<file path="src/rtl/ultrasonic_ranger.sv">
// HC-SR04 ranging front-end: trigger generation, echo-width measurement and
// centimetre conversion through a per-centimetre cycle prescaler.
module ultrasonic_ranger #(
    parameter int CLK_FREQ_HZ = 50000000,
    parameter int TRIG_US     = 10,
    parameter int CM_US       = 58,
    parameter int WAIT_TO_US  = 5000,
    parameter int MAX_CM      = 400,
    parameter int HOLDOFF_US  = 60000,
    parameter int DIST_W      = 9
) (
    input  logic              clk_clk,
    input  logic              reset_reset,
    input  logic              enable,
    input  logic              start,
    input  logic              echo,
    output logic              trig,
    output logic              busy,
    output logic [DIST_W-1:0] distance_cm,
    output logic              valid,
    output logic              timeout
);
    localparam int CLK_PER_US = CLK_FREQ_HZ / 1000000;
    localparam int TRIG_CYC   = TRIG_US * CLK_PER_US;
    localparam int CLK_PER_CM = CM_US * CLK_PER_US;
    localparam int WAIT_CYC   = WAIT_TO_US * CLK_PER_US;
    localparam int HOLD_CYC   = HOLDOFF_US * CLK_PER_US;
    localparam int CYC_MAX_A  = (TRIG_CYC > WAIT_CYC) ? TRIG_CYC : WAIT_CYC;
    localparam int CYC_MAX    = (CYC_MAX_A > HOLD_CYC) ? CYC_MAX_A : HOLD_CYC;
    localparam int CYC_W      = $clog2(CYC_MAX + 1);
    localparam int PRE_W      = $clog2(CLK_PER_CM + 1);
    localparam int CM_W       = $clog2(MAX_CM + 1);

    localparam logic [CYC_W-1:0]  TRIG_LAST = CYC_W'(TRIG_CYC - 1);
    localparam logic [CYC_W-1:0]  WAIT_LAST = CYC_W'(WAIT_CYC - 1);
    localparam logic [CYC_W-1:0]  HOLD_LAST = CYC_W'(HOLD_CYC - 1);
    localparam logic [CYC_W-1:0]  CYC_ONE   = CYC_W'(1);
    localparam logic [PRE_W-1:0]  PRE_LAST  = PRE_W'(CLK_PER_CM - 1);
    localparam logic [PRE_W-1:0]  PRE_ONE   = PRE_W'(1);
    localparam logic [CM_W-1:0]   CM_SAT    = CM_W'(MAX_CM);
    localparam logic [CM_W-1:0]   CM_ONE    = CM_W'(1);
    localparam logic [DIST_W-1:0] DIST_SAT  = DIST_W'(MAX_CM);

    typedef enum logic [2:0] {
        IDLE      = 3'd0,
        TRIG      = 3'd1,
        WAIT_ECHO = 3'd2,
        MEASURE   = 3'd3,
        HOLDOFF   = 3'd4
    } state_t;

    state_t            state;
    state_t            state_next;
    logic [CYC_W-1:0]  cyc_cnt;
    logic [CYC_W-1:0]  cyc_next;
    logic [PRE_W-1:0]  pre;
    logic [PRE_W-1:0]  pre_next;
    logic [CM_W-1:0]   cm_cnt;
    logic [CM_W-1:0]   cm_next;
    logic [CM_W-1:0]   cm_tick;
    logic              pre_wrap;
    logic              trig_next;
    logic              valid_next;
    logic              timeout_next;
    logic [DIST_W-1:0] dist_next;
    logic              echo_meta;
    logic              echo_s;
    logic              echo_d;
    logic              rise;
    logic              fall;

    assign rise = echo_s & ~echo_d;
    assign fall = ~echo_s & echo_d;

    // Two-flop synchroniser for the asynchronous echo pin plus an edge-detect delay stage.
    always_ff @(posedge clk_clk or posedge reset_reset) begin
        if (reset_reset) begin
            echo_meta <= 1'b0;
            echo_s    <= 1'b0;
            echo_d    <= 1'b0;
        end else begin
            echo_meta <= echo;
            echo_s    <= echo_meta;
            echo_d    <= echo_s;
        end
    end

    // State, counters and registered outputs.
    always_ff @(posedge clk_clk or posedge reset_reset) begin
        if (reset_reset) begin
            state       <= IDLE;
            cyc_cnt     <= '0;
            pre         <= '0;
            cm_cnt      <= '0;
            trig        <= 1'b0;
            busy        <= 1'b0;
            valid       <= 1'b0;
            timeout     <= 1'b0;
            distance_cm <= '0;
        end else begin
            state       <= state_next;
            cyc_cnt     <= cyc_next;
            pre         <= pre_next;
            cm_cnt      <= cm_next;
            trig        <= trig_next;
            busy        <= (state_next != IDLE);
            valid       <= valid_next;
            timeout     <= timeout_next;
            distance_cm <= dist_next;
        end
    end

    // Next-state and next-output logic.
    always_comb begin
        state_next   = state;
        cyc_next     = cyc_cnt;
        pre_next     = pre;
        cm_next      = cm_cnt;
        trig_next    = 1'b0;
        valid_next   = 1'b0;
        timeout_next = timeout;
        dist_next    = distance_cm;
        pre_wrap     = (pre == PRE_LAST);
        // The cycle in which the fall is seen still counts toward the width.
        cm_tick      = pre_wrap ? (cm_cnt + CM_ONE) : cm_cnt;

        case (state)
            IDLE: begin
                if (start | enable) begin
                    state_next = TRIG;
                    cyc_next   = '0;
                    trig_next  = 1'b1;
                end else begin
                    state_next = IDLE;
                end
            end
            TRIG: begin
                if (cyc_cnt == TRIG_LAST) begin
                    state_next = WAIT_ECHO;
                    cyc_next   = '0;
                end else begin
                    trig_next  = 1'b1;
                    cyc_next   = cyc_cnt + CYC_ONE;
                end
            end
            WAIT_ECHO: begin
                if (rise) begin
                    state_next = MEASURE;
                    pre_next   = '0;
                    cm_next    = '0;
                end else if (cyc_cnt == WAIT_LAST) begin
                    state_next   = HOLDOFF;
                    cyc_next     = '0;
                    dist_next    = DIST_SAT;
                    timeout_next = 1'b1;
                    valid_next   = 1'b1;
                end else begin
                    cyc_next = cyc_cnt + CYC_ONE;
                end
            end
            MEASURE: begin
                if (fall) begin
                    state_next   = HOLDOFF;
                    cyc_next     = '0;
                    dist_next    = DIST_W'(cm_tick);
                    timeout_next = 1'b0;
                    valid_next   = 1'b1;
                end else if (cm_tick == CM_SAT) begin
                    state_next   = HOLDOFF;
                    cyc_next     = '0;
                    dist_next    = DIST_SAT;
                    timeout_next = 1'b1;
                    valid_next   = 1'b1;
                end else begin
                    pre_next = pre_wrap ? '0 : (pre + PRE_ONE);
                    cm_next  = cm_tick;
                end
            end
            HOLDOFF: begin
                if (cyc_cnt == HOLD_LAST) begin
                    // A stuck-high echo keeps us here so it cannot be mistaken for a new rise.
                    if (!echo_s) begin
                        state_next = IDLE;
                    end else begin
                        state_next = HOLDOFF;
                    end
                end else begin
                    cyc_next = cyc_cnt + CYC_ONE;
                end
            end
            default: begin
                state_next = IDLE;
                cyc_next   = '0;
            end
        endcase
    end
endmodule

</file>
<file path="config.mk">
export PLATFORM = sky130hd
export DESIGN_NAME = ultrasonic_ranger
export DESIGN_NICKNAME = d
export VERILOG_FILES = /design/src/rtl/ultrasonic_ranger.sv
export SDC_FILE = /design/constraint.sdc
export NUM_CORES = 1
export LEC_CHECK = 0
export ABC_AREA = 1
export BUFFER_PORTS_ARGS = -buffer_cell sky130_fd_sc_hd__buf_2
export CAP_MARGIN = 15
export CELL_PAD_IN_SITES_DETAIL_PLACEMENT = 1
export CELL_PAD_IN_SITES_GLOBAL_PLACEMENT = 2
export CORE_ASPECT_RATIO = 0.7
export CORE_MARGIN = 3
export CORE_UTILIZATION = 38
export CTS_CLUSTER_DIAMETER = 120
export DETAILED_ROUTE_END_ITERATION = 6
export GPL_ROUTABILITY_DRIVEN = 0
export PLACE_DENSITY_LB_ADDON = 0.05
export SETUP_SLACK_MARGIN = 0.3
export SYNTH_ARGS = -nofsm -noshare
export SYNTH_HDL_FRONTEND = slang
export SYNTH_SLANG_ARGS = --single-unit
</file>
<file path="constraint.sdc">
create_clock -name clk_clk -period 4.4 [get_ports clk_clk]
set_input_delay 0.88 -clock clk_clk [delete_from_list [all_inputs] [get_ports clk_clk]]
set_output_delay 0.88 -clock clk_clk [all_outputs]
set_load 0.01 [all_outputs]
</file>
### Yosys cells after proc, flatten, opt, wreduce, memory -nomap -nowiden

Index checks and enable logic that the tools add are counted.

| word-level totals | value |
|---|---|
| bits in registers | 62 |

| operators by class | value |
|---|---|
| muxes and demuxes | 45 |
| bitwise gates (word level) | 5 |
| add/sub/neg operators | 3 |
| reductions and logical operators | 6 |
| eq/ne operators | 17 |

Operator list:

| operator | count |
|---|---|
| 22-bit 2-to-1 mux | 7 |
| 22-bit one-hot mux with 5 select lines | 1 |
| 9-bit 2-to-1 mux | 8 |
| 12-bit 2-to-1 mux | 4 |
| 9-bit one-hot mux with 2 select lines | 2 |
| 12-bit one-hot mux with 2 select lines | 1 |
| 22-bit by 1-bit adder with 22-bit output (second input constant) | 1 |
| 22-bit by 18-bit equality test with 1-bit output (second input constant) | 1 |
| 22-bit equality test (second input constant) | 1 |
| 22-bit by 9-bit equality test with 1-bit output (second input constant) | 1 |
| 3-bit 2-to-1 mux | 7 |
| 3-bit one-hot mux with 5 select lines | 1 |
| 2-bit != test (second input constant) | 7 |
| 12-bit by 1-bit adder with 12-bit output (second input constant) | 1 |
| 12-bit equality test (second input constant) | 1 |
| 4-bit AND reduction | 3 |
| 1-bit 2-to-1 mux | 11 |
| 9-bit by 1-bit adder with 9-bit output (second input constant) | 1 |
| 9-bit equality test (second input constant) | 1 |
| 3-bit by 2-bit equality test with 1-bit output (second input constant) | 2 |
| 1-bit one-hot mux with 2 select lines | 3 |
| 3-bit by 1-bit equality test with 1-bit output (second input constant) | 1 |
| 3-bit equality test (second input constant) | 1 |
| 3-bit zero test | 1 |
| 6 further kinds | 8 |

### Logic depth before layout (Yosys ltp)

Gate-level depths: netlist of the first run.

| depth | value |
|---|---|
| word-level depth | 7 |
| gate-level depth with buffers | 18 |

### Worst setup path after synthesis of the first run

Ideal clock, no wire load.

| timing | value |
|---|---|
| kind | register to register |
| start point | register pre[0] |
| end point | register cm_cnt[2] |
| setup time | 117 ps |
| arrival time | 1883 ps |
| data required time | 4283 ps |
| stages on the path, launching flop included | 17 |
| clock period less this slack | 2000 ps |
| slack | 2400 ps |
| buffers on the path | 2 |
| cells stage by stage | dfrtp_1 > ha_1 > inv_1 > nor2_2 > nand3_4 > nand2_1 > nand2_1 > nor2_1 > nand2_1 > nor2_1 > nand2_1 > nand3_2 > nand2_2 > buf_6 > buf_6 > nand3_1 > nand2_1 |

| between the ends | value |
|---|---|
| longest elaborated chain between the ends | 5 |
| elaborated cells on any way between the ends | 8 |

RTL lines:

| what | RTL line | text |
|---|---|---|
| start, declared | 56 | `logic [PRE_W-1:0] pre;` |
| start signal, assigned | 103 | `pre <= pre_next;` |
| 12-bit equality test (*) | 123 | `pre_wrap = (pre == PRE_LAST);` |
| 9-bit 2-to-1 mux (*) | 125 | `cm_tick = pre_wrap ? (cm_cnt + CM_ONE) : cm_cnt;` |
| 9-bit equality test or 9-bit 2-to-1 mux (tied branches) | 168 | `end else if (cm_tick == CM_SAT) begin` |
| 2-bit != test (no source line) or 9-bit 2-to-1 mux (tied branches) | n/a |  |
| 4-bit AND reduction (no source line) or 9-bit one-hot mux with 2 select lines (tied branches) | n/a |  |
| end signal, assigned | 104 | `cm_cnt <= cm_next;` |
| end, declared | 58 | `logic [CM_W-1:0] cm_cnt;` |

Every way passes the cells marked *; elsewhere a longest branch is shown, timed or not. The select of a mux whose other input is x is not followed.
A chain may end at the register's enable or synchronous reset.

### Final worst setup path of the first run

| timing | value |
|---|---|
| start point | register pre[0] |
| end point | register pre[10] |

| between the ends | value |
|---|---|
| longest elaborated chain between the ends | 5 |
| elaborated cells on any way between the ends | 10 |

RTL lines:

| what | RTL line |
|---|---|
| 12-bit by 1-bit adder with 12-bit output or 12-bit equality test (tied branches) | 175, 123 |
| 12-bit 2-to-1 mux or 9-bit 2-to-1 mux (tied branches) | 175, 125 |
| 12-bit 2-to-1 mux or 9-bit equality test (tied branches) | 168 |
| 12-bit 2-to-1 mux or 2-bit != test (tied branches) | n/a |
| 12-bit one-hot mux with 2 select lines or 4-bit AND reduction (tied branches) | n/a |

Parallel ways exist; a longest one is shown, timed or not. The select of a mux whose other input is x is not followed.

==> flow_metrics.env, run 1 <==
export IMPL_synth_seq_cells=62
export IMPL_ir_drop_mv=0.1965
export IMPL_synth_distinct_cells=37
export IMPL_comb_power_share=0.014
export IMPL_r2r_end="pre[10]"
export IMPL_maxSlewViolCount=0
export IMPL_core_um2=10550
export IMPL_finalSetupTns_ns=0
export IMPL_wl_mm=13.50
export IMPL_dp_hpwl_mm=10.05
export IMPL_synth_area_leaders="dfrtp_1 (37%), nand2_1 (16%), inv_1 (7.2%)"
export IMPL_cp_endpoint="pre[10]"
export IMPL_dpl_instance_area_um2=4395
export IMPL_drv_cap=0
export IMPL_slowest_stage="nand2_2"
export IMPL_seqPwrFrac=0.432
export IMPL_crit_path_start="pre[0]"
export IMPL_firstDrtPassIters=4
export IMPL_antenna_left=0
export IMPL_ys_warn_count=0
export IMPL_ys_seq_area_frac=0.3698
export IMPL_period_share=0.6566
export IMPL_crit_required_ns=4.58
export IMPL_fmax_mhz=346.1
export IMPL_post_synth_top_area_cell="dfrtp_1"
export IMPL_crit_chain="ha_1, inv_1, nor2_2, nand2_1, nor2_4, nand2_1, nand2_1, nor2_1, nand2_1, nor2_1, nand2_1, nand3_2, nand2_2, o21ai_0"
export IMPL_mostFrequentLayoutCells="nand2_1 (175), inv_1 (80), nor2_1 (66)"
export IMPL_drive_above_1_share=0.1053
export IMPL_internal_power_mw=1.016
export IMPL_grt_pass1_wl_mm=22.37
export IMPL_layout_commonest_cell="nand2_1"
export IMPL_min_from="echo_meta"
export IMPL_overflow=0
export IMPL_cts_sinks=62
export IMPL_start_util=0.3977
export IMPL_first_iter_violations=220
export IMPL_final_area_um2=4715
export IMPL_post_synth_cell_area_avg_um2=6.833
export IMPL_synth_edf_count=0
export IMPL_path_common_cell="nand2_1"
export IMPL_tightest_slew_ns=0.9012
export IMPL_layout_nets=639
export IMPL_finClkSkew_ns=0.009525
export IMPL_synth_ff_type="dfrtp_1"
export IMPL_final_min_clock_period_ns=2.889
export IMPL_fill_cells=1391
export IMPL_fin_ws_ns=1.511
export IMPL_p_sw_mw=0.3087
export IMPL_insertion_delay_ns=0.34
export IMPL_hold_buffers=0
export IMPL_timing_rr_start="pre[0]"
export IMPL_die_area_um2=12360
export IMPL_grt_util_all_layers=0.2300
export IMPL_criticalPathCategory="flop to flop"
export IMPL_grt_max_degree=51
export IMPL_swShare=0.2330
export IMPL_hp_class="flop to flop"
export IMPL_crit_fanout=29
export IMPL_num_antenna_cells=0
export IMPL_io_pins=18
export IMPL_die_w_um=131.6
export IMPL_relSlewSlack=0.3978
export IMPL_rsz0062_at_grt="false"
export IMPL_first_global_vias=4080
export IMPL_rows=31
export IMPL_clk_pin_slew_ns=0.06
export IMPL_wire_per_inst_um=17.22
export IMPL_p_clk_frac=0.554
export IMPL_root_buffer="clkbuf_16"
export IMPL_vias=4074
export IMPL_cts_max_level=3
export IMPL_hold_viol=0
export IMPL_async_flop_share=1.000
export IMPL_postCtsSetupBuffers=0
export IMPL_antenna_found_initial=0
export IMPL_area_growth_pct=12.38
export IMPL_finalSetupViolCount=0
export IMPL_cp_end_kind="flop"
export IMPL_chipHeight_um=93.91
export IMPL_syn_area_um2=4195
export IMPL_p_leak_nw=2.259
export IMPL_detail_route_vias_per_cell=5.196
export IMPL_drc=0
export IMPL_powerDensity_nw_per_um2=281.0
export IMPL_pre_cts_slack_ns=1.522
export IMPL_critPathLaunchType="flop"
export IMPL_numCtsBuffers=9
export IMPL_ctsResizeCount=0
export IMPL_ff2ff_path_depth=14
export IMPL_synth_nets=622
export IMPL_cts_tree="built"
export IMPL_slowest_delay_ns=0.64
export IMPL_cts_max_path_buffers=2
export IMPL_syn_inst=614
export IMPL_worst_path_buf_inv=1
export IMPL_status="finished, final reports clean"
export IMPL_cp_depth=14
export IMPL_synth_top_area_frac=0.3698
export IMPL_port_buffers=17
export IMPL_critPathTopFamily="simple AND/OR/NAND/NOR gates"
export IMPL_regToRegSetupSlack_ns=1.51
export IMPL_arrival_ns=3.07
==> metal layers <==
metal	part of all wire	track usage	wire length, um
met1	0.52	0.3452	7034
met4	0.0033	0.06119	45
met3	0.068	0.05353	916
met5	0	0	0
met2	0.41	0.3293	5500
==> synth_stat cells, types with 6 or more instances <==
library cell	n
nand2_1	175
inv_1	81
nor2_1	66
dfrtp_1	62
nand3_1	57
nand4_1	36
xor2_1	20
nor3_1	19
o21ai_0	13
inv_2	7
clkbuf_1	6
o21ai_2	6
==> worst min-delay path by stage <==
stage | to | slack (ns) | depth (start not counted)
after CTS | echo_s | 0.37 | 0
after floorplan | echo_s | 0.33 | 0
after detailed placement | echo_s | 0.35 | 0
final | echo_s | 0.37 | 0
after global routing | echo_s | 0.37 | 0
after global placement | echo_s | 0.34 | 0
==> through the flow <==
step / power [mW] / instances / hold WS (ns) / utilization
2_1_floorplan: 0.5924 / 614 / 0.3312 / -
3_3_place_gp: 0.5998 / 767 / 0.3358 / 0.4166
3_5_place_dp: 0.6003 / 767 / 0.3537 / 0.4166
4_1_cts: 1.338 / 783 / 0.3674 / 0.4450
5_1_grt: 1.374 / 784 / 0.3738 / 0.4469
6_report: 1.325 / 784 / 0.3737 / 0.4469
==> power groups by stage <==
stage	sequential [mW]	combinational, mW	clock, mW
final	0.573	0.0184	0.734
after global routing	0.572	0.0218	0.780
after CTS	0.573	0.0174	0.748
after detailed placement	0.583	0.0173	0
after global placement	0.583	0.0169	0
after floorplan	0.583	0.00985	0
==> registers in the layout, indices dropped and copies added (netlist names) <==
| name | count |
|---|---|
| cyc_cnt | 22 |
| pre | 12 |
| cm_cnt | 9 |
| distance_cm | 9 |
| state | 3 |
| busy | 1 |
| echo_d | 1 |
| echo_meta | 1 |
| echo_s | 1 |
| timeout | 1 |
| trig | 1 |
| valid | 1 |
==> cell type report <==
cell class | count | area, um2 | area share
clock inverters | 7 | 73.82 | 0.01566
well taps | 148 | 185.2 | 0.03928
repair buffers | 24 | 150.1 | 0.03185
inverters | 88 | 330.3 | 0.07006
clock buffers | 9 | 225.2 | 0.04777
flip-flops and latches | 62 | 1551 | 0.3291
multi-input cells | 446 | 2198 | 0.4663
==> cells by family (layout without fill, tap and decap cells) <==
kind of cell             Yosys count  in the layout  share of synthesized area
adder cells (fa/ha/maj)            3              3                   0.008948
buffers and inverters            106            128                     0.1062
flip-flops                        62             62                     0.3698
AO/OA/AOI/OAI                     43             43                    0.06293
AND/OR/NAND/NOR                  378            378                     0.4062
XOR/XNOR                          22             22                    0.04593
Note: power is estimated with default switching activity, not from simulation.
==> run 2, diff against run 1 <==
CORE_UTILIZATION = 32   (was 38)
clock period = 2.6 ns   (was 4.4 ns; I/O delays follow)
==> flow_metrics.env, run 2 (same netlist as run 1, synthesis figures left out) <==
export IMPL_cts_sinks=62
export IMPL_layout_commonest_cell="nand2_1"
export IMPL_layout_nets=683
export IMPL_die_area_um2=14540
export IMPL_relSlewSlack=0.6007
export IMPL_ff_latch_area_um2=1554
export IMPL_port_buffers=17
export IMPL_mostFrequentLayoutCells="nand2_1 (137), inv_1 (77), dfrtp_1 (60)"
export IMPL_slowest_stage="dfrtp_1"
export IMPL_num_antenna_cells=0
export IMPL_antenna_found_initial=0
export IMPL_rows=34
export IMPL_whs_ns=0.2454
export IMPL_detail_route_vias_per_cell=5.099
export IMPL_pre_cts_slack_ns=0.1758
export IMPL_grt_util_all_layers=0.2049
export IMPL_crit_required_ns=2.82
export IMPL_ir_drop_mv=0.2926
export IMPL_drc=0
export IMPL_die_w_um=142.9
export IMPL_status="finished, final reports clean"
export IMPL_period_share=0.8635
export IMPL_dp_hpwl_mm=10.36
export IMPL_crit_chain="ha_4, nand3_1, nand2_1, nand2_1, nand3_1, nand2_2, nor2_1, nand2_1, nor2_2, nand2_2, nand3_4, nand3_2, buf_12, nand2_1, nand2_1"
export IMPL_start_util=0.3320
export IMPL_final_cells=842
export IMPL_arrival_ns=2.46
export IMPL_finClkSkew_ns=0.006543
export IMPL_crit_fanout=22
export IMPL_cts_tree="built"
export IMPL_cts_max_path_buffers=2
export IMPL_clk_pin_slew_ns=0.06
export IMPL_grt_max_degree=63
export IMPL_fmax_mhz=445.4
export IMPL_hold_viol=0
export IMPL_criticalPathCategory="flop to flop"
export IMPL_path_common_cell="nand2_1"
export IMPL_p_total_mw=2.240
export IMPL_finalSetupTns_ns=0
export IMPL_slowest_delay_ns=0.47
export IMPL_rsz0062_at_grt="true"
export IMPL_largest_register="cyc_cnt"
export IMPL_dp_cells=796
export IMPL_finalSetupViolCount=0
export IMPL_numCtsBuffers=9
export IMPL_fill_cells=1591
export IMPL_grt_pass1_wl_mm=23.24
export IMPL_fin_ws_ns=0.3548
export IMPL_core_um2=12630
export IMPL_antenna_left=0
export IMPL_overflow=0
export IMPL_root_buffer="clkbuf_16"
export IMPL_chipHeight_um=101.8
export IMPL_maxSlewViolCount=0
export IMPL_powerDensity_nw_per_um2=409.1
export IMPL_first_global_vias=4254
export IMPL_first_iter_violations=262
export IMPL_hp_class="input pin to asynchronous set/reset pin"
export IMPL_insertion_delay_ns=0.33
export IMPL_cp_end_kind="flop"
export IMPL_worst_path_buf_inv=1
export IMPL_final_min_clock_period_ns=2.245
export IMPL_drive_above_1_share=0.2529
export IMPL_drv_cap=0
export IMPL_io_pins=18
export IMPL_wl_mm=15.29
export IMPL_reg_top3="cyc_cnt: 22 flops, pre: 12 flops"
export IMPL_cts_max_level=3
export IMPL_tightest_slew_ns=0.5944
export IMPL_vias=4293
export IMPL_critPathLaunchType="flop"
export IMPL_p_leak_nw=2.751
export IMPL_wire_per_inst_um=18.16
export IMPL_multi_input_area_um2=2467
export IMPL_largest_reg_flops=22
export IMPL_firstDrtPassIters=4
export IMPL_area_growth_pct=30.51
export IMPL_critPathTopFamily="simple AND/OR/NAND/NOR gates"
-- run 2: changes by cell type in the layout (fill, tap and decap cells not counted), sizes merged --
| cell | delta |
|---|---|
| buf | +40 |
| clkinv | -1 |
| clkbuf | +4 |
| clkinvlp | +1 |
-- run 2: layer usage --
| metal | vias to the layer above | wire [um] | GRT usage | share of wire |
|---|---|---|---|---|
| met1 | 2089 | 8248 | 0.3290 | 0.54 |
| met2 | 79 | 6157 | 0.2832 | 0.40 |
| met3 | 14 | 759 | 0.03539 | 0.050 |
| met4 | 0 | 127 | 0.04091 | 0.0083 |
| li1 | 2111 | - | - | - |
| met5 | - | 0 | 0 | 0 |
-- run 2: where the power goes --
part	switching, mW	internal, mW
registers	0.00178	0.967
clock network	0.497	0.744
logic	0.0235	0.00620
total	0.523	1.72
-- run 2: worst paths after layout --
check | start | to | depth (start not counted) | slack (ns)
min in group clk_clk | echo | echo_meta | 1 | 0.30
min | reset_reset | pre[8] | 3 | 0.25
min reg2reg | echo_meta | echo_s | 0 | 0.36
max in group asynchronous | reset_reset | cm_cnt[1] | 3 | 2.04
max | cm_cnt[0] | cyc_cnt[3] | 15 | 0.35
max reg2reg | cm_cnt[0] | cyc_cnt[3] | 15 | 0.35
-- run 2: per-stage QoR --
| step | util | instance area (um2) |
|---|---|---|
| floorplan | - | 4195 |
| global placement | 0.3622 | 4576 |
| detailed placement | 0.3622 | 4576 |
| CTS | 0.3886 | 4910 |
| global route | 0.4334 | 5475 |
| finish | 0.4334 | 5475 |
-- run 2: area by class of cell --
cell class                      count  area share
Multi-Input combinational cell    446      0.4506
Clock inverter                      7     0.01325
Sequential cell                    62      0.2838
Tap cell                          162     0.03702
Inverter                           88     0.06033
Timing Repair Buffer               68      0.1138
Clock buffer                        9     0.04113
-- run 2: tightest hold or removal path: stages --
cell and delay [ns]:
buf_2 0.10, inv_2 0.06, buf_12 0.31
-- run 2: what timing repair did --
item / CTS / global route
gates resized for setup: 6 / 86
pin swaps: 1 / 22
hold buffers: 0 / 0
gates cloned: 0 / 6
buffers inserted: 2 / 22
setup endpoints to repair: 47 / 55
endpoints found under the hold margin: 0 / 0
